### src/rtl/alu_mdu_pipe_pkg.sv
// Op codes, FSM states and decode helpers shared by the execute-stage ALU and its mul/div engine.
package alu_mdu_pipe_pkg;

   typedef enum logic [4:0] {
      OP_ADD    = 5'd0,
      OP_SUB,
      OP_AND,
      OP_OR,
      OP_XOR,
      OP_SLL,
      OP_SRL,
      OP_SRA,
      OP_SLT,
      OP_SLTU,
      OP_BEQ    = 5'd10,
      OP_BNE,
      OP_BLT,
      OP_BGE,
      OP_BLTU,
      OP_BGEU,
      OP_MUL    = 5'd16,
      OP_MULH,
      OP_MULHSU,
      OP_MULHU,
      OP_DIV,
      OP_DIVU,
      OP_REM,
      OP_REMU,
      OP_NONE   = 5'd31
   } alu_op_e;

   typedef enum logic [1:0] {
      ST_IDLE = 2'd0,
      ST_BUSY = 2'd1,
      ST_FIX  = 2'd2,
      ST_DONE = 2'd3
   } state_e;

   function automatic logic is_muldiv(input logic [4:0] op);
      return (op >= OP_MUL) && (op <= OP_REMU);
   endfunction

   function automatic logic is_branch(input logic [4:0] op);
      return (op >= OP_BEQ) && (op <= OP_BGEU);
   endfunction

   function automatic logic is_div(input logic [4:0] op);
      return (op >= OP_DIV) && (op <= OP_REMU);
   endfunction

   function automatic logic is_sdiv(input logic [4:0] op);
      return (op == OP_DIV) || (op == OP_REM);
   endfunction

endpackage

### src/rtl/alu_mdu_pipe_mdu_iter.sv
// Iterative one-bit-per-cycle multiply (shift-add) / divide (restoring) engine working on
// operand magnitudes; the sign correction is applied to the registered result in the fix cycle.
module mdu_iter
   import alu_mdu_pipe_pkg::*;
#(
   parameter int XLEN = 32
)(
   input  logic            clk,
   input  logic            rst,
   input  logic            i_start,
   input  logic            i_kill,
   input  logic [4:0]      i_op,
   input  logic [XLEN-1:0] i_a,
   input  logic [XLEN-1:0] i_b,
   output logic            o_last,
   output logic            o_done,
   output logic [XLEN-1:0] o_result
);

   localparam int CW = $clog2(XLEN);

   logic [XLEN-1:0]   r_hi, r_lo, r_b;
   logic [CW-1:0]     r_cnt;
   logic              r_busy, r_fix, r_div, r_neg_q, r_neg_r, r_sel_hi;

   logic              w_sgn_a, w_sgn_b, w_div, w_sel_hi;
   logic [XLEN-1:0]   w_mag_a, w_mag_b, w_quo, w_rem;
   logic [2*XLEN-1:0] w_prod, w_prod_fix, w_first;

   // Mul: {hi,lo} starts as {0,multiplier} and shifts right. Div: hi is the partial
   // remainder, lo shifts the dividend out at the top and the quotient in at the bottom.
   function automatic logic [2*XLEN-1:0] f_step(input logic div, input logic [XLEN-1:0] hi,
                                                input logic [XLEN-1:0] lo, input logic [XLEN-1:0] b);
      logic [XLEN:0] sum, shl, diff;
      if (div) begin
         shl  = {hi, lo[XLEN-1]};
         diff = shl - {1'b0, b};
         if (diff[XLEN]) f_step = {shl[XLEN-1:0], lo[XLEN-2:0], 1'b0};
         else            f_step = {diff[XLEN-1:0], lo[XLEN-2:0], 1'b1};
      end else begin
         sum    = {1'b0, hi} + (lo[0] ? {1'b0, b} : '0);
         f_step = {sum, lo[XLEN-1:1]};
      end
   endfunction

   assign w_div    = is_div(i_op);
   assign w_sgn_a  = i_a[XLEN-1] & ((i_op == OP_MUL) | (i_op == OP_MULH) | (i_op == OP_MULHSU) | is_sdiv(i_op));
   assign w_sgn_b  = i_b[XLEN-1] & ((i_op == OP_MUL) | (i_op == OP_MULH) | is_sdiv(i_op));
   assign w_sel_hi = (i_op == OP_MULH) | (i_op == OP_MULHSU) | (i_op == OP_MULHU) |
                     (i_op == OP_REM) | (i_op == OP_REMU);
   assign w_mag_a  = w_sgn_a ? -i_a : i_a;
   assign w_mag_b  = w_sgn_b ? -i_b : i_b;
   assign w_first  = f_step(w_div, '0, w_mag_a, w_mag_b);

   // The first iteration happens on the start edge, leaving XLEN-1 more in the busy phase.
   always_ff @(posedge clk or posedge rst) begin
      if (rst) begin
         r_hi     <= '0;
         r_lo     <= '0;
         r_b      <= '0;
         r_cnt    <= '0;
         r_busy   <= 1'b0;
         r_fix    <= 1'b0;
         r_div    <= 1'b0;
         r_neg_q  <= 1'b0;
         r_neg_r  <= 1'b0;
         r_sel_hi <= 1'b0;
      end else if (i_kill) begin
         r_busy <= 1'b0;
         r_fix  <= 1'b0;
      end else if (i_start) begin
         {r_hi, r_lo} <= w_first;
         r_b      <= w_mag_b;
         r_cnt    <= CW'(1);
         r_busy   <= 1'b1;
         r_fix    <= 1'b0;
         r_div    <= w_div;
         r_neg_q  <= w_sgn_a ^ w_sgn_b;
         r_neg_r  <= w_sgn_a;
         r_sel_hi <= w_sel_hi;
      end else if (r_busy) begin
         {r_hi, r_lo} <= f_step(r_div, r_hi, r_lo, r_b);
         r_cnt        <= r_cnt + CW'(1);
         if (r_cnt == CW'(XLEN-1)) begin
            r_busy <= 1'b0;
            r_fix  <= 1'b1;
         end
      end else begin
         r_fix <= 1'b0;
      end
   end

   assign w_prod     = {r_hi, r_lo};
   assign w_prod_fix = r_neg_q ? -w_prod : w_prod;
   assign w_quo      = r_neg_q ? -r_lo : r_lo;
   assign w_rem      = r_neg_r ? -r_hi : r_hi;

   assign o_last   = r_busy & (r_cnt == CW'(XLEN-1));
   assign o_done   = r_fix;
   assign o_result = r_div ? (r_sel_hi ? w_rem : w_quo)
                           : (r_sel_hi ? w_prod_fix[2*XLEN-1:XLEN] : w_prod_fix[XLEN-1:0]);

endmodule

### src/rtl/alu_mdu_pipe.sv
// Execute-stage ALU with an iterative RV32M mul/div unit, valid/ready on both sides.
// Single-cycle ops and divide corner cases answer one cycle after accept.
module alu_mdu_pipe
   import alu_mdu_pipe_pkg::*;
#(
   parameter int XLEN = 32,
   parameter int OP_W = 5
)(
   input  logic            clk,
   input  logic            rst,
   input  logic            flush,
   input  logic            in_valid,
   output logic            in_ready,
   input  logic [XLEN-1:0] rD1,
   input  logic [XLEN-1:0] rD2,
   input  logic [XLEN-1:0] imm,
   input  logic            alub_sel,
   input  logic [OP_W-1:0] alu_op,
   output logic            out_valid,
   input  logic            out_ready,
   output logic [XLEN-1:0] C,
   output logic            bf
);

   localparam int              SH_W = $clog2(XLEN);
   localparam logic [XLEN-1:0] ONE  = {{(XLEN-1){1'b0}}, 1'b1};
   localparam logic [XLEN-1:0] MIN  = {1'b1, {(XLEN-1){1'b0}}};

   state_e                 r_state;
   logic                   r_out_valid, r_bf;
   logic [XLEN-1:0]        r_c;

   logic [4:0]             w_op;
   logic [XLEN-1:0]        w_b, w_alu_c, w_mdu_res;
   logic signed [XLEN-1:0] w_a_s, w_b_s;
   logic [SH_W-1:0]        w_sh;
   logic                   w_alu_bf, w_lt_s, w_lt_u, w_eq;
   logic                   w_div_zero, w_div_ovf, w_fast, w_accept, w_start;
   logic                   w_mdu_last, w_mdu_done;

   // Codes wider than the defined 5-bit space decode as undefined.
   assign w_op       = ((alu_op >> 5) == '0) ? alu_op[4:0] : OP_NONE;
   assign w_b        = alub_sel ? imm : rD2;
   assign w_a_s      = rD1;
   assign w_b_s      = w_b;
   assign w_sh       = w_b[SH_W-1:0];
   assign w_lt_s     = w_a_s < w_b_s;
   assign w_lt_u     = rD1 < w_b;
   assign w_eq       = rD1 == w_b;
   assign w_div_zero = w_b == '0;
   assign w_div_ovf  = is_sdiv(w_op) & (rD1 == MIN) & (w_b == '1);
   assign w_fast     = is_div(w_op) & (w_div_zero | w_div_ovf);

   assign in_ready   = (r_state == ST_IDLE) | ((r_state == ST_DONE) & out_ready);
   assign w_accept   = in_valid & in_ready & ~flush;
   assign w_start    = w_accept & is_muldiv(w_op) & ~w_fast;

   assign out_valid  = r_out_valid;
   assign C          = r_c;
   assign bf         = r_bf;

   always_comb begin
      w_alu_c  = '0;
      w_alu_bf = 1'b0;
      case (w_op)
         OP_ADD:  w_alu_c = rD1 + w_b;
         OP_SUB:  w_alu_c = rD1 + ~w_b + ONE;
         OP_AND:  w_alu_c = rD1 & w_b;
         OP_OR:   w_alu_c = rD1 | w_b;
         OP_XOR:  w_alu_c = rD1 ^ w_b;
         OP_SLL:  w_alu_c = rD1 << w_sh;
         OP_SRL:  w_alu_c = rD1 >> w_sh;
         OP_SRA:  w_alu_c = w_a_s >>> w_sh;
         OP_SLT:  w_alu_c = {{(XLEN-1){1'b0}}, w_lt_s};
         OP_SLTU: w_alu_c = {{(XLEN-1){1'b0}}, w_lt_u};
         OP_BEQ:  w_alu_bf = w_eq;
         OP_BNE:  w_alu_bf = ~w_eq;
         OP_BLT:  w_alu_bf = w_lt_s;
         OP_BGE:  w_alu_bf = ~w_lt_s;
         OP_BLTU: w_alu_bf = w_lt_u;
         OP_BGEU: w_alu_bf = ~w_lt_u;
         // Only reached on the fast path: divide by zero or signed MIN / -1.
         OP_DIV, OP_DIVU: w_alu_c = w_div_zero ? '1 : MIN;
         OP_REM, OP_REMU: w_alu_c = w_div_zero ? rD1 : '0;
         default: ;
      endcase
   end

   always_ff @(posedge clk or posedge rst) begin
      if (rst) begin
         r_state     <= ST_IDLE;
         r_out_valid <= 1'b0;
         r_c         <= '0;
         r_bf        <= 1'b0;
      end else if (flush) begin
         r_state     <= ST_IDLE;
         r_out_valid <= 1'b0;
      end else begin
         case (r_state)
            ST_BUSY: begin
               if (w_mdu_last) r_state <= ST_FIX;
            end
            ST_FIX: begin
               if (w_mdu_done) begin
                  r_state     <= ST_DONE;
                  r_out_valid <= 1'b1;
                  r_c         <= w_mdu_res;
                  r_bf        <= 1'b0;
               end
            end
            default: begin
               if (w_accept) begin
                  if (w_start) begin
                     r_state     <= ST_BUSY;
                     r_out_valid <= 1'b0;
                  end else begin
                     r_state     <= ST_DONE;
                     r_out_valid <= 1'b1;
                     r_c         <= w_alu_c;
                     r_bf        <= w_alu_bf;
                  end
               end else if ((r_state == ST_DONE) && out_ready) begin
                  r_state     <= ST_IDLE;
                  r_out_valid <= 1'b0;
               end
            end
         endcase
      end
   end

   mdu_iter #(
      .XLEN(XLEN)
   ) u_mdu (
      .clk      (clk),
      .rst      (rst),
      .i_start  (w_start),
      .i_kill   (flush),
      .i_op     (w_op),
      .i_a      (rD1),
      .i_b      (w_b),
      .o_last   (w_mdu_last),
      .o_done   (w_mdu_done),
      .o_result (w_mdu_res)
   );

endmodule

### config.mk
export PLATFORM = sky130hd
export DESIGN_NAME = alu_mdu_pipe
export DESIGN_NICKNAME = d
export VERILOG_FILES = /design/src/rtl/alu_mdu_pipe_pkg.sv /design/src/rtl/alu_mdu_pipe_mdu_iter.sv /design/src/rtl/alu_mdu_pipe.sv
export SDC_FILE = /design/constraint.sdc
export NUM_CORES = 1
export LEC_CHECK = 0
export BUFFER_PORTS_ARGS = -buffer_cell sky130_fd_sc_hd__buf_2
export CAP_MARGIN = 30
export CORE_MARGIN = 5
export CORE_UTILIZATION = 35
export DETAILED_ROUTE_END_ITERATION = 7
export GPL_TIMING_DRIVEN = 1
export SETUP_SLACK_MARGIN = 0.1
export SLEW_MARGIN = 0
export SYNTH_ARGS = -nofsm -noshare
export SYNTH_HDL_FRONTEND = slang
export SYNTH_SLANG_ARGS = --single-unit
export TNS_END_PERCENT = 30
### constraint.sdc
create_clock -name clk -period 5.6 [get_ports clk]
set_input_delay 0 -clock clk [delete_from_list [all_inputs] [get_ports clk]]
set_output_delay 0 -clock clk [all_outputs]
set_load 0.01 [all_outputs]
==> Word-level counts from Yosys, hierarchy flattened <==
Index checks and enable logic that the tools add are counted.
{ "word_totals": {"in_bits": 107, "out_inout_bits": 35, "ff_bits": 143} }
{ "op_classes": {"order_cmp": 5, "n_mux": 54, "shift": 3, "n_reduce_logical": 18, "add_sub_neg": 12, "eq_ne": 36, "n_bitwise": 32} }
{ "ops": {"columns": ["cell", "count"], "rows": [
  ["$mux 32", 18],
  ["$pmux 32 s12", 1],
  ["$mux 64", 5],
  ["$neg 32->32", 4],
  ["$add 32x32->32", 2],
  ["$eq 32x32->1 const B", 2],
  ["$lt 32x32->1", 2],
  ["$neg 64->64", 1],
  ["$pmux 32 s2", 1],
  ["$eq 5x5->1 const B", 9],
  ["$eq 5x4->1 const B", 8],
  ["$add 32x33->33", 1],
  ["$sub 1x32->33", 1],
  ["$sub 33x32->33", 1],
  ["$add 32x1->32 const B", 1],
  ["$and 32x32->32", 1],
  ["$eq 32x32->1", 1],
  ["$logic_not 32->1", 1],
  ["$not 32->32", 1],
  ["$or 32x32->32", 1],
  ["$shl 32x5->32", 1],
  ["$shr 32x5->32", 1],
  ["$sshr 32x5->32", 1],
  ["$xor 32x32->32", 1],
  ["other kinds (34)", 94]
]} }

==> Longest topological paths before layout <==
{ "logic_depth": {"ltp_word": 12, "depth_mapped": 24, "ltp_nobuf": 19} }

==> Cells and area by module <==
From an unflattened synthesis, not the netlist that was laid out.
{ "hier_totals": {"hier_cells": 3636, "hier_area_um2": 25394.4} }
{ "by_module_without_submodules": {"columns": ["module", "instances", "area_per_inst_um2", "seq_area_each_um2", "cells_per_inst"], "rows": [
  ["mdu_iter", 1, 13356.6, 2677.6, 1889],
  ["alu_mdu_pipe", 1, 12037.8, 900.9, 1747]
]} }

==> Least setup slack after synthesis <==
Ideal clock, no wire load.
{ "synth_timing": {"path_type": "input-to-reg", "startpoint": "input port alub_sel", "endpoint": "register u_mdu.r_hi[31]", "setup_slack_ps": -354, "stages": 23, "t_arrival_ps": 5869, "setup_ps": 86, "cell_sequence": "buf_6 -> buf_4 -> buf_4 -> buf_2 -> buf_2 -> buf_2 -> mux2i_1 -> buf_2 -> buf_1 -> clkbuf_1 -> ha_1 -> or4bb_1 -> a22o_1 -> clkbuf_1 -> or4_1 -> o31ai_1 -> xnor2_1 -> or4_1 -> or3_4 -> nor3_4 -> a31oi_4 -> a21boi_1 -> o221ai_2"} }
{ "synth_between": {"elab_chain_cells": 9, "elab_cells_between_ends": 17, "cone_classes": "add/sub: 2; eq/ne: 1; mux: 5; bitwise: 6; reduce/logical: 3"} }
{ "synth_lines": {"columns": ["element", "line_no", "source"], "rows": [
  ["start: declaration", "alu_mdu_pipe.sv:17", "input logic alub_sel,"],
  ["$mux 32 (*)", "alu_mdu_pipe.sv:43", "assign w_b = alub_sel ? imm : rD2;"],
  ["parallel branches: the longest is 8 deep, another holds $sub 1x32->33", null, null],
  ["end signal: assignment", "alu_mdu_pipe_mdu_iter.sv:72", "{r_hi, r_lo} <= w_first;"],
  ["end signal: assignment", "alu_mdu_pipe_mdu_iter.sv:82", "{r_hi, r_lo} <= f_step(r_div, r_hi, r_lo, r_b);"],
  ["end: declaration", "alu_mdu_pipe_mdu_iter.sv:22", "logic [XLEN-1:0] r_hi, r_lo, r_b;"]
]} }
Mark *: on every way between the ends.
A chain may end at the register's enable or synchronous reset.

==> Worst setup path after layout <==
{ "layout_timing": {"startpoint": "input port rD1[2]", "endpoint": "register u_mdu.r_hi[19]"} }
{ "layout_between": {"elab_chain_cells": 9, "elab_cells_between_ends": 15, "cone_classes": "add/sub: 2; eq/ne: 1; mux: 4; bitwise: 6; reduce/logical: 2"} }
{ "layout_lines": {"columns": ["element", "line_no", "source"], "rows": [
  ["start: declaration", "alu_mdu_pipe.sv:14", "input logic [XLEN-1:0] rD1,"],
  ["parallel branches: the longest is 9 deep, another holds $sub 1x32->33", null, null]
]} }
Parallel ways; which one is timed is not known.

==> reports/qor.yml <==
place:
  place_hpwl_mm: 106.1
  gp_congestion: 1.105
  place_inst: 4288
  place_ws_ns: 0.6718
  io_buffers: 141
synth:
  synth_edf_count: 0
  yosysUniqueCellTypes: 91
  async_flop_share_pct: 100.0
  ys.flop_type: "dfrtp_1"
  netlist_instances: 3388
  syn_nets: 3684
  avgSynthCellArea_um2: 7.030
  synth_area_um2: 23820
  yosysSeqAreaShare_pct: 15.02
  ys_warn_count: 0
  ys_seq_elements: 143
critical_path:
  crit_path_top_delay_cell: "nor3_1"
  slowest_delay_ns: 0.81
  worstPathCellList: "buf_2, nor3_1, nand3_1, nor3_1, buf_4, nand3_1, or3_1, nor4_1, nand2_1, a31oi_1, inv_1, ha_1, inv_1, ha_1, nand2_1, nor4_1, nand3_1, nor3_4, a31oi_1, a21boi_1, a211oi_2"
  end_kind: "flop"
  crit_buf_inv: 4
  startpoint_type: "input port"
  regToRegSetupSlack_ns: 0.89
  worstPathArrival_ns: 5.12
  worst_path_most_repeated_cell: "nand3_1"
  cp_data_required_time_ns: 5.98
  path_delay_family: "simple AND/OR/NAND/NOR gates"
  critPathKind: "in -> reg"
  path_max_fanout: 5
drt:
  vias: 28587
  dr.pass1.iters: 8
  final_antenna_net_count: 0
  drc_errors: 0
  routedWlPerCell_um: 31.10
  vias_per_cell: 6.604
  first_iter_violations: 4091
  wirelength_mm: 134.6
timing:
  final-max-slew-violation-count: 0
  rsz0062_at_grt: "false"
  fin_skew_ns: 0.01292
  fin_crit_sh_pct: 84.76
  clock.fmax_mhz: 210.7
  slew_headroom_pct: 31.77
  setup_violations: 0
  tns_ns: 0
  fin_ws_ns: 0.8535
  hold_viol_final: 0
  finalCriticalPeriod_ns: 4.747
  worst_slew_pin_slew_ns: 1.013
global_route:
  antenna_found_initial: 4
  grt_max_degree: 94
  grt_usage_pct: 34.78
  grt_first_pass_wirelength_mm: 191.2
  grt_remaining_overflow: 0
  first_global_vias: 26662
power_and_ir_drop:
  power.leakage_nw: 11.19
  power_mw: 12.03
  ir_drop_mv: 0.5803
  p_per_area_nw_per_um2: 455.4
clock_network:
  clk_pin_slew_ns: 0.06
  cts_buffers: 17
  clk_path_buf_depth: 2
  ctsResizeCount: 0
  post_cts_buffers: 0
  clock_latency_ns: 0.47
  cts_tree: "built"
  cts-root-buf: "clkbuf_16"
  htree_num_levels: 4
  clock_sink_count: 143
final_layout:
  multi_input_area_um2: 18850
  fin_cells: 4329
  fin_util_pct: 39.27
  final-seq-area_um2: 3583
  drive_above_1_share_pct: 10.45
  areaGrowthSynthToFinish_pct: 10.92
  final_common_cell: "nand2_1"
  fillers: 7296
  nets: 3736
  final_cell_mix: "342 x nand2_1, 341 x nor2_1, 318 x o21ai_0, 299 x a21oi_1, 185 x ha_1"
floorplanning:
  die_h_um: 270.9
  start_util_pct: 35.40
  dieWidth_um: 270.9
  std_cell_rows: 95
  ios: 142
  core_um2: 67280
  dieArea_um2: 73370
status:
  outcome: "finished, final reports clean"
min_path:
  hold_class: "in -> reg"
job:
  maxCapViolations: 0
[cells by family (layout without fill, tap and decap cells)]
logic type | after synthesis | count (layout) | share of synthesized area (%)
adders and majority gates | 189 | 189 | 10.05
buffers and inverters | 393 | 458 | 6.341
muxes | 198 | 198 | 8.699
other | 0 | 3 | 0
AOI/OAI and AO/OA | 1171 | 1171 | 31.48
DFF | 143 | 143 | 15.02
and+or+nand+nor | 1110 | 1110 | 21.63
xor gates and xnor gates | 184 | 184 | 6.766
[stage by stage]
stage	hold WS [ns]	cell area [µm²]
final	0.05408	26420
after global routing	0.08576	26410
after CTS	0.04179	26380
after detailed placement	0.2173	25770
after global placement	0.2209	25750
after floorplan	0.1581	23830
[cells in the mapped netlist, types with 8 or more instances]
library cell	count	area share, %
or4_1	11	0.35
o31ai_1	38	1.2
and2_1	14	0.37
nor3_1	89	1.9
buf_1	23	0.36
a221oi_1	29	1.1
and3_1	24	0.63
nand3_1	89	1.9
o221ai_1	12	0.44
o21ai_0	319	6.7
nand2b_1	29	0.76
or3_1	31	0.81
o211ai_1	70	2.2
inv_1	150	2.4
nor2_1	341	5.4
o22ai_1	31	0.81
clkbuf_1	196	3.1
nand4_1	25	0.66
xor2_1	46	1.7
a222oi_1	10	0.42
a22oi_1	26	0.82
or3b_2	9	0.33
o41ai_1	26	0.96
o21bai_1	19	0.60
mux2i_1	189	7.9
nand2_1	342	5.4
a31oi_1	45	1.2
a21oi_1	299	6.3
a211oi_1	46	1.4
xnor2_1	138	5.1
o21a_1	19	0.60
nor4_1	32	0.84
a211o_1	11	0.40
nor2b_1	29	0.76
buf_2	16	0.34
a21o_1	40	1.3
a2111oi_0	15	0.55
ha_1	185	9.7
a41oi_1	8	0.29
dfrtp_1	143	15
a221o_1	14	0.59
[what timing repair did]
item	CTS	global route
setup endpoints to repair	0	0
hold buffers	4	0
hold endpoints to repair	84	0
[state kept, by name, indices dropped and copies added (netlist names), 2 cells and up]
register and cells:
u_mdu.r_cnt 5, r_state 2, u_mdu.r_hi 32, C 32
u_mdu.r_lo 32, u_mdu.r_b 32
[metal layers]
metal	vias up	global-route usage (%)	routed length, µm
met4	4	19.89	9817
met3	434	9.436	15270
met5	-	0	26
li1	12580	-	-
met2	1869	52.10	56590
met1	13700	45.02	52920
[worst paths after layout]
kind                            cells past startpoint           from        endpoint
worst max-delay path                               21         rD1[2]  u_mdu.r_hi[19]
worst min-delay path                                6      out_ready       out_valid
worst max register to register                     14  u_mdu.r_lo[0]  u_mdu.r_hi[29]
worst min register to register                      2  u_mdu.r_b[16]   u_mdu.r_b[16]
max in group asynchronous                           4            rst     u_mdu.r_div
min in group asynchronous                           3            rst  u_mdu.r_cnt[1]
[worst min-delay path, stage by stage]
cell      delay [ns]
buf_2           0.09
a211oi_1        0.06
nand2_1         0.09
o21ai_0         0.11
nand2_1         0.08
nand2_1         0.05
[layout make-up]
cell class                 count  area share [%]
clock buffer                  23           1.809
timing repair buffer         271           6.588
inverter                     155           2.221
multi-input combinational   2852           71.33
tap                          873           4.135
sequential                   143           13.56
clock inverter                 9          0.3220
antenna                        3         0.02842
[report_power, final]
group | total (mW) | leakage, nW | switching (mW) | internal, mW
Combinational | 8.54 | 9.16 | 5.34 | 3.20
Clock | 1.15 | 0.269 | 0.505 | 0.645
Sequential | 2.34 | 1.76 | 0.839 | 1.50
Total | 12.0 | 11.2 | 6.68 | 5.35
Power figures use the tool's default switching activity.
